--- src/rtl/sap_datapath.sv ---
// sap_datapath: SAP-style datapath driven by a 15-bit control word.
// Holds PC, MAR, a 2**ADDR_W-word RAM, IR, A, B, adder/subtractor and the
// output register, all exchanging data over one OR-combined internal bus.
//
// Ports:
//   clk, rst      system clock, synchronous active-high reset
//   ctrl          control word {hlt, pc_inc, pc_load, pc_en, mar_load, mem_st,
//                 mem_en, ir_load, ir_en, a_load, a_en, b_load, adder_sub,
//                 adder_en, out_load}
//   prog_mode     1 = RAM program-load mode, ctrl ignored
//   prog_we       RAM write strobe in program-load mode
//   prog_addr     program-load address
//   prog_data     program-load data
//   opcode        IR upper nibble, to the sequencer
//   out_value     output register
//   out_valid     one-cycle pulse, the cycle after out_value updates
//   halted        sticky halt status
//   carry, zero   adder flags, captured when A loads the adder result
//   bus           internal bus (debug)
//   bus_conflict  more than one bus driver, or mem_st together with mem_en
module sap_datapath #(
   parameter int DATA_W = 8,
   parameter int ADDR_W = 4
) (
   input  logic              clk,
   input  logic              rst,
   input  logic [14:0]       ctrl,
   input  logic              prog_mode,
   input  logic              prog_we,
   input  logic [ADDR_W-1:0] prog_addr,
   input  logic [DATA_W-1:0] prog_data,
   output logic [3:0]        opcode,
   output logic [DATA_W-1:0] out_value,
   output logic              out_valid,
   output logic              halted,
   output logic              carry,
   output logic              zero,
   output logic [DATA_W-1:0] bus,
   output logic              bus_conflict
);

   localparam int DEPTH = 1 << ADDR_W;

   logic [ADDR_W-1:0] pc;
   logic [ADDR_W-1:0] mar;
   logic [DATA_W-1:0] ir;
   logic [DATA_W-1:0] a_reg;
   logic [DATA_W-1:0] b_reg;
   logic [DATA_W-1:0] mem [DEPTH];
   logic              out_pend;

   logic hlt, pc_inc, pc_load, pc_en, mar_load, mem_st, mem_en;
   logic ir_load, ir_en, a_load, a_en, b_load, adder_sub, adder_en, out_load;

   // In program-load mode the whole control word is masked, so nothing drives
   // the bus and no conflict can be reported.
   assign {hlt, pc_inc, pc_load, pc_en, mar_load, mem_st, mem_en,
           ir_load, ir_en, a_load, a_en, b_load, adder_sub, adder_en,
           out_load} = prog_mode ? 15'd0 : ctrl;

   logic [DATA_W-1:0] b_opnd;
   logic [DATA_W:0]   sum_full;
   logic [DATA_W-1:0] sum;

   // Subtraction is A + ~B + 1; carry is the raw carry-out of that add.
   assign b_opnd   = adder_sub ? ~b_reg : b_reg;
   assign sum_full = {1'b0, a_reg} + {1'b0, b_opnd} + {{DATA_W{1'b0}}, adder_sub};
   assign sum      = sum_full[DATA_W-1:0];

   logic [2:0] n_drv;

   always_comb begin
      bus = '0;
      if (pc_en)    bus = bus | {{(DATA_W-ADDR_W){1'b0}}, pc};
      if (mem_en)   bus = bus | mem[mar];
      if (ir_en)    bus = bus | {{(DATA_W-ADDR_W){1'b0}}, ir[ADDR_W-1:0]};
      if (a_en)     bus = bus | a_reg;
      if (adder_en) bus = bus | sum;
   end

   assign n_drv = {2'b00, pc_en} + {2'b00, mem_en} + {2'b00, ir_en}
                + {2'b00, a_en} + {2'b00, adder_en};
   assign bus_conflict = (n_drv > 3'd1) || (mem_st && mem_en);

   assign opcode = ir[DATA_W-1 -: 4];

   always_ff @(posedge clk) begin
      if (rst) begin
         pc        <= '0;
         mar       <= '0;
         ir        <= '0;
         a_reg     <= '0;
         b_reg     <= '0;
         out_value <= '0;
         out_pend  <= 1'b0;
         out_valid <= 1'b0;
         carry     <= 1'b0;
         zero      <= 1'b0;
         halted    <= 1'b0;
      end else begin
         // A pending output strobe already committed before a halt still fires.
         out_valid <= out_pend;
         out_pend  <= 1'b0;
         if (!halted) begin
            if (pc_load)     pc <= bus[ADDR_W-1:0];
            else if (pc_inc) pc <= pc + 1'b1;
            if (mar_load)    mar <= bus[ADDR_W-1:0];
            if (ir_load)     ir <= bus;
            if (a_load) begin
               a_reg <= bus;
               if (adder_en) begin
                  carry <= sum_full[DATA_W];
                  zero  <= (sum == '0);
               end
            end
            if (b_load)      b_reg <= bus;
            if (out_load) begin
               out_value <= bus;
               out_pend  <= 1'b1;
            end
            if (hlt)         halted <= 1'b1;
         end
      end
   end

   // RAM is never cleared; reset only blocks writes in its own cycle.
   always_ff @(posedge clk) begin
      if (!rst) begin
         if (prog_mode) begin
            if (prog_we) mem[prog_addr] <= prog_data;
         end else if (!halted && mem_st && !mem_en) begin
            mem[mar] <= bus;
         end
      end
   end

endmodule

--- config.mk ---
export PLATFORM = sky130hd
export DESIGN_NAME = sap_datapath
export DESIGN_NICKNAME = d
export VERILOG_FILES = /design/src/rtl/sap_datapath.sv
export SDC_FILE = /design/constraint.sdc
export NUM_CORES = 1
export LEC_CHECK = 0
export CAP_MARGIN = 20
export CORE_AREA = 4 4 184 186
export DETAILED_ROUTE_END_ITERATION = 10
export DIE_AREA = 0 0 188 190
export PLACE_DENSITY = 0.4
export SYNTH_ARGS = -nofsm -noshare
export SYNTH_HDL_FRONTEND = slang
export SYNTH_SLANG_ARGS = --single-unit
--- constraint.sdc ---
create_clock -name clk -period 3.8 [get_ports clk]
set_input_delay 0.38 -clock clk [delete_from_list [all_inputs] [get_ports clk]]
set_output_delay 0.38 -clock clk [all_outputs]
set_load 0.02 [all_outputs]
==> qor.yml, run 1 <==
route.detailed.drc: 0
end_kind: "output port"
port_buffers: 55
max_freq_mhz: 275
wl_mm: 22.6
drive_gt1_share_pct: 17.2
wl_met3_um: 892
grt-ovfl-total: 0
clk_latency_ns: 0.44
ys_ff_latch: 177
min_path_type: "register to register"
ir_drop_mv: 0.308
num_vias: 5115
synth_top_area_share_pct: 50.1
synth_top_area_cell: "edfxtp_1"
fin_ws_ns: 0.170
drv_cap: 0
cp_num_buf_inv: 5
fp.dieH_um: 190
grt_pass1_vias: 5133
synth_nets: 619
whs_ns: 0.455
num_rows: 66
maxUsedRoutingLayer: "met4"
drt_iter0_drc: 353
slew_headroom_pct: 32.9
finish.cell_count_without_fillers: 1127
slowest_delay_ns: 0.51
total_power_mw: 4.59
routedWlPerCell_um: 20.0
grt_max_degree: 52
seq_area_frac_synth_pct: 62.8
core_um2: 32300
cts-root-buf: "clkbuf_16"
fin_crit_sh_pct: 95.5
start_util_pct: 23.8
regMostFlops: "mem"
drtPass1Iterations: 9
crit_fanout: 5
hold_viol: 0
die_w_um: 188
wirelength_met1_mm: 10.2
synth_flop_cell: "edfxtp_1"
synth_area_um2: 7680
worst_pin_slew_ns: 1.00
slew_violations: 0
cts.path.max_buffers: 2
antenna_found_initial: 0
grtUsageTotal_pct: 12.8
gp_congestion: 0.783
path_cells: "clkdlybuf4s50_1 -> inv_1 -> nand2_2 -> buf_4 -> xnor2_1 -> ha_1 -> o21a_1 -> o31a_1 -> o21ai_0 -> or3b_2 -> a31oi_4 -> inv_1 -> dlygate4sd2_1"
drtAntennaViolNets: 0
cts.clk_slew.worst_paths_ns: 0.08
yosysWarnings: 0
cp.required_ns: 3.42
power_density_nw_per_um2: 474
cts-htree-levels: 4
setup_viol: 0
cts_buffers: 17
slowest_stage: "or3b_2"
pre_cts_ws_ns: -0.114
syn_area_per_cell_um2: 13.3
dr_wl_met2_mm: 11.1
yosysUniqueCellTypes: 57
startpoint_type: "input pin"
dp_hpwl_mm: 16.0
synth-edff-count: 128
synthTopCellsByArea: "edfxtp_1 (50%), dfxtp_1 (13%), mux2i_1 (4.8%)"
largest_reg_flops: 128
grt_pass1_wl_mm: 33.8
io_pins: 56
dpl.cell_count: 1095
syn_inst: 577
skew_ns: 0.0177
crit_top_cell: "inv_1"
power_leakage_nw: 3.30
post_cts_buffers: 0
dieArea_um2: 35700
outcome: "completed"
rsz0062_at_grt: "false"
critical-path-top-delay-family: "buffers and inverters"
area_delta_synth_final_pct: 26.0
fill_cells: 3209
viasPerCell: 4.54
async_flop_share_pct: 0
area.sequential_um2: 4830
diodes: 0
crit_arrival_ns: 3.25
crit_type: "input pin to output port"
cts_tree: "built"
clock_sinks: 177
final.min_clock_period_ns: 3.63
nets: 714
multi_input_area_um2: 2640
holdBufCountCts: 0
## worst paths after layout
kind,slack [ns],end,cells past startpoint,startpoint
setup / recovery,0.17,bus[6],13,prog_mode
hold / removal,0.45,out_valid,1,out_pend
setup reg to reg,0.79,mem[0][6],11,b_reg[0]
hold reg to reg,0.45,out_valid,1,out_pend
## repair_timing
action	4_1_cts	5_1_grt
gates resized for setup	5	8
endpoints found under the hold margin	0	0
setup endpoints to repair	4	7
pin swaps	0	3
cloned	0	0
## cell usage after synthesis, types with 6 or more instances
| cell | instances |
|---|---|
| edfxtp_1 | 128 |
| nor2_1 | 65 |
| dfxtp_1 | 49 |
| mux2i_1 | 37 |
| a211oi_1 | 31 |
| nand2_1 | 27 |
| inv_1 | 21 |
| a22oi_1 | 18 |
| mux4_2 | 16 |
| a21oi_1 | 15 |
| clkbuf_1 | 15 |
| o21ai_0 | 15 |
| nor2b_1 | 10 |
| ha_1 | 9 |
| xnor2_1 | 8 |
| a31oi_1 | 7 |
| nand3b_1 | 7 |
| buf_4 | 6 |
| nand2b_1 | 6 |
| nand3_1 | 6 |
| nor3_1 | 6 |
## layout make-up
cell class / count / area share [%]
inverter: 21 / 0.815
clock buffer: 17 / 4.40
timing repair buffer: 108 / 9.84
multi-input combinational: 347 / 27.3
clock inverter: 15 / 2.07
tap: 442 / 5.72
sequential: 177 / 49.9
## layer usage
metal / vias to the layer above / track usage (%)
met4: 0 / 3.75
met2: 113 / 21.8
met3: 18 / 2.75
met1: 2589 / 16.6
li1: 2395 / -
met5: - / 0
## kinds of logic after synthesis
kind of cell,count (synthesis),synth area share (%)
compound gates,124,11.9
xor+xnor,11,1.25
fa+ha+maj,11,1.99
buf+inv,53,3.26
flops,177,62.8
mux,54,9.66
simple gates,147,9.11
## metrics by stage
stage                     setup TNS (ns)  util (%)  instance area, µm²
after detailed placement          -0.193      27.9                9000
after CTS                              0      29.9                9650
final                                  0      30.0                9670
after global routing                   0      30.0                9670
after global placement           -0.0567      27.9                9000
after floorplan                        0         -                7680
## worst reg2reg max path: stages (launching register included)
cell     delay (ns)
dfxtp_1        0.50
nor3b_2        0.10
a21oi_1        0.17
fa_1           0.24
nor2b_1        0.08
o31a_1         0.28
o21ai_0        0.15
or3b_2         0.51
a31oi_4        0.22
buf_4          0.21
o21ai_1        0.08
buf_4          0.19
## where the power goes
| group | internal, mW | leakage (nW) | switching (mW) | total [mW] |
|---|---|---|---|---|
| sequential | 2.11 | 1.56 | 0.0394 | 2.15 |
| combinational | 0.256 | 1.44 | 0.358 | 0.613 |
| clock | 0.959 | 0.304 | 0.861 | 1.82 |
| total | 3.33 | 3.30 | 1.26 | 4.59 |
## layout by cell type (no fill, tap or decap), drive strengths merged, types with 7 or more instances in the layout
cell type        n
edfxtp         128
nor2            65
buf             54
clkdlybuf4s50   49
dfxtp           49
mux2i           37
a211oi          31
inv             28
nand2           27
o21ai           20
a22oi           18
clkbuf          17
mux4            16
a21oi           15
nor2b           10
ha               9
xnor2            8
a31oi            8
nand3b           7
clkinv           7
No activity file was read; power rests on OpenSTA's default activity.
==> run 2, diff against run 1 <==
--- a/config.mk
+++ b/config.mk
@@ -5,10 +5,11 @@
 export SDC_FILE = /design/constraint.sdc
 export NUM_CORES = 1
 export LEC_CHECK = 0
-export CAP_MARGIN = 20
+export CAP_MARGIN = 40
 export CORE_AREA = 4 4 184 186
 export DETAILED_ROUTE_END_ITERATION = 10
 export DIE_AREA = 0 0 188 190
+export GPL_TIMING_DRIVEN = 0
 export PLACE_DENSITY = 0.4
 export SYNTH_ARGS = -nofsm -noshare
 export SYNTH_HDL_FRONTEND = slang
==> qor.yml, run 2 (synthesis results as in run 1) <==
setup_viol: 0  # unchanged
fin_tns_setup_ns: 0  # unchanged
wl_mm: 23.4  # +3.7%
placed_area_um2: 9010  # about the same
ir_drop_mv: 0.263  # -15%
cts-root-buf: "clkbuf_16"
cp.required_ns: 3.42  # about the same
cts_buffers: 17  # unchanged
dp_hpwl_mm: 17.2  # +7.8%
cts_tree: "built"
holdPathEnd: "carry"
crit_fanout: 5  # unchanged
port_buffers: 53  # -3.6%
start_util_pct: 23.8  # unchanged
final_cell_mix: "edfxtp_1 (128), nor2_1 (65), dfxtp_1 (49), clkdlybuf4s50_1 (45), buf_4 (43)"
hold_viol: 0  # unchanged
worstSetupPathDepth: 9  # -4
fill_cells: 3239  # +0.93%
total_power_mw: 4.60  # +0.39%
io_pins: 56  # unchanged
grtUsageTotal_pct: 13.1  # +0.28 points
power_leakage_nw: 3.31  # +0.36%
drive_gt1_share_pct: 18.4  # +1.2 points
largest_reg_flops: 128  # unchanged
slowest_stage: "clkdlybuf4s50_1"
drt_iter0_drc: 392  # +11%
drtAntennaViolNets: 0  # unchanged
regMostFlops: "mem"
pre_cts_ws_ns: -1.02  # -0.910 ns
slowest_delay_ns: 0.68  # +0.17 ns
layout_commonest_cell: "edfxtp_1"
ff2ff_path_depth: 12  # +1
core_um2: 32300  # unchanged
max_freq_mhz: 277  # +0.56%
drtPass1Iterations: 5  # -4
worst_pin_slew_ns: 0.779  # -0.223 ns
rsz0062_at_grt: "false"
cts.path.max_buffers: 2  # unchanged
clk_latency_ns: 0.43  # about the same
end_kind: "output port"
grt-ovfl-total: 0  # unchanged
gp_congestion: 0.863  # +10%
nets: 734  # +2.8%
cts-htree-levels: 4  # unchanged
die_w_um: 188  # unchanged
outcome: "completed"
final_area_um2: 9810  # +1.4%
fp.dieH_um: 190  # unchanged
dieArea_um2: 35700  # unchanged
r2r_end: "mem[11][5]"
skew_ns: 0.0133  # -0.00446 ns
num_rows: 66  # unchanged
viasPerCell: 4.56  # +0.45%
crit_arrival_ns: 3.23  # -0.02 ns
slew_headroom_pct: 47.7  # +15 points
cts.clk_slew.worst_paths_ns: 0.07  # about the same
path_cells: "clkdlybuf4s50_1 -> nor2b_2 -> inv_1 -> fa_1 -> inv_1 -> ha_1 -> nand3_1 -> o2111ai_1 -> clkdlybuf4s50_1"
min_path_type: "input pin to register"
hp-start: "ctrl[1]"
grt_max_degree: 20  # -62%
clock_sinks: 177  # unchanged
antenna_found_initial: 0  # unchanged
slew_violations: 0  # unchanged
routedWlPerCell_um: 20.4  # +1.9%
fin_crit_sh_pct: 95.0  # -0.53 points
critical-path-top-delay-family: "buffers and inverters"
r2r_slack_ns: 0.51  # -0.28 ns
drv_cap: 0  # unchanged
power_density_nw_per_um2: 469  # -1.0%
num_vias: 5229  # +2.2%
area_delta_synth_final_pct: 27.8
final.min_clock_period_ns: 3.61  # -0.0202 ns
route.detailed.drc: 0  # unchanged
diodes: 0  # unchanged
startpoint_type: "input pin"
crit_type: "input pin to output port"
final_core_util_pct: 30.4  # +0.43 points
fin_ws_ns: 0.190  # +0.0202 ns
cp_num_buf_inv: 4  # -1
whs_path_depth: 3  # +2
grt_pass1_vias: 5361  # +4.4%
grt_pass1_wl_mm: 34.9  # +3.1%
==> run 2: cell count changes in the layout (fill, tap and decap cells not counted), moves of 3 or more <==
| cell | change |
|---|---|
| clkbuf_1 | +15 |
| buf_4 | -10 |
| buf_6 | +10 |
| o21ai_0 | -5 |
| o21ai_1 | +5 |
| clkdlybuf4s50_1 | -4 |
| dlygate4sd2_1 | +4 |
| buf_1 | +3 |
| dlymetal6s2s_1 | -3 |
==> run 2: area by class of cell <==
type                            instances  area, µm²  share of cell area, %
Sequential cell                       177       4820                   49.2
Multi-Input combinational cell        347       2680                   27.3
Timing Repair Buffer                   96        875                   8.91
Tap cell                              442        553                   5.64
Clock buffer                           17        425                   4.34
Clock inverter                         15        189                   1.93
Buffer                                 32        180                   1.84
Inverter                               21       82.6                  0.842
==> run 2: worst max path at each step <==
stage          slack (ns)       from           end
6_report             0.19    ctrl[4]  bus_conflict
5_1_grt              0.07    ctrl[4]  bus_conflict
4_1_cts             0.004    ctrl[4]  bus_conflict
3_5_place_dp        -1.02  prog_mode        bus[4]
3_3_place_gp        -1.84  prog_mode     mem[5][7]
2_1_floorplan        0.51  prog_mode     mem[0][3]
==> run 2: power by group <==
group	switching (mW)	internal [mW]	leakage, nW
logic	0.377	0.268	1.46
registers	0.0349	2.11	1.56
clock network	0.858	0.952	0.298
total	1.27	3.33	3.31
==> run 2: what timing repair did <==
| action | 4_1_cts | 5_1_grt |
|---|---|---|
| buffers inserted | 11 | 3 |
| endpoints found under the hold margin | 0 | 0 |
| hold buffers | 0 | 0 |
| pin swaps | 7 | 5 |
| resized for setup | 22 | 10 |
| setup endpoints to repair | 108 | 29 |
| cloned | 0 | 0 |
==> run 2: metal layers <==
layer | track usage (%) | wire length (µm) | vias to the layer above
li1 | - | - | 2427
met1 | 16.5 | 10300 | 2653
met2 | 23.2 | 12000 | 128
met3 | 2.86 | 799 | 21
met4 | 2.96 | 290 | 0
met5 | 0 | 0 | -
==> run 2: per-stage QoR <==
stage                     hold slack, ns  instances
final                              0.442       1147
after global routing               0.450       1147
after CTS                          0.426       1144
after detailed placement           0.434       1101
after global placement             0.422       1072
after floorplan                    0.414        577
==> run 2: worst reg2reg max path: cells and delay by family, from the launching register on <==
kind	cells	cell delay, ns
buffers and inverters	6	1.34
DFF	1	0.47
AOI/OAI and AO/OA	4	1.12
muxes	1	0.10
and+or+nand+nor	1	0.11
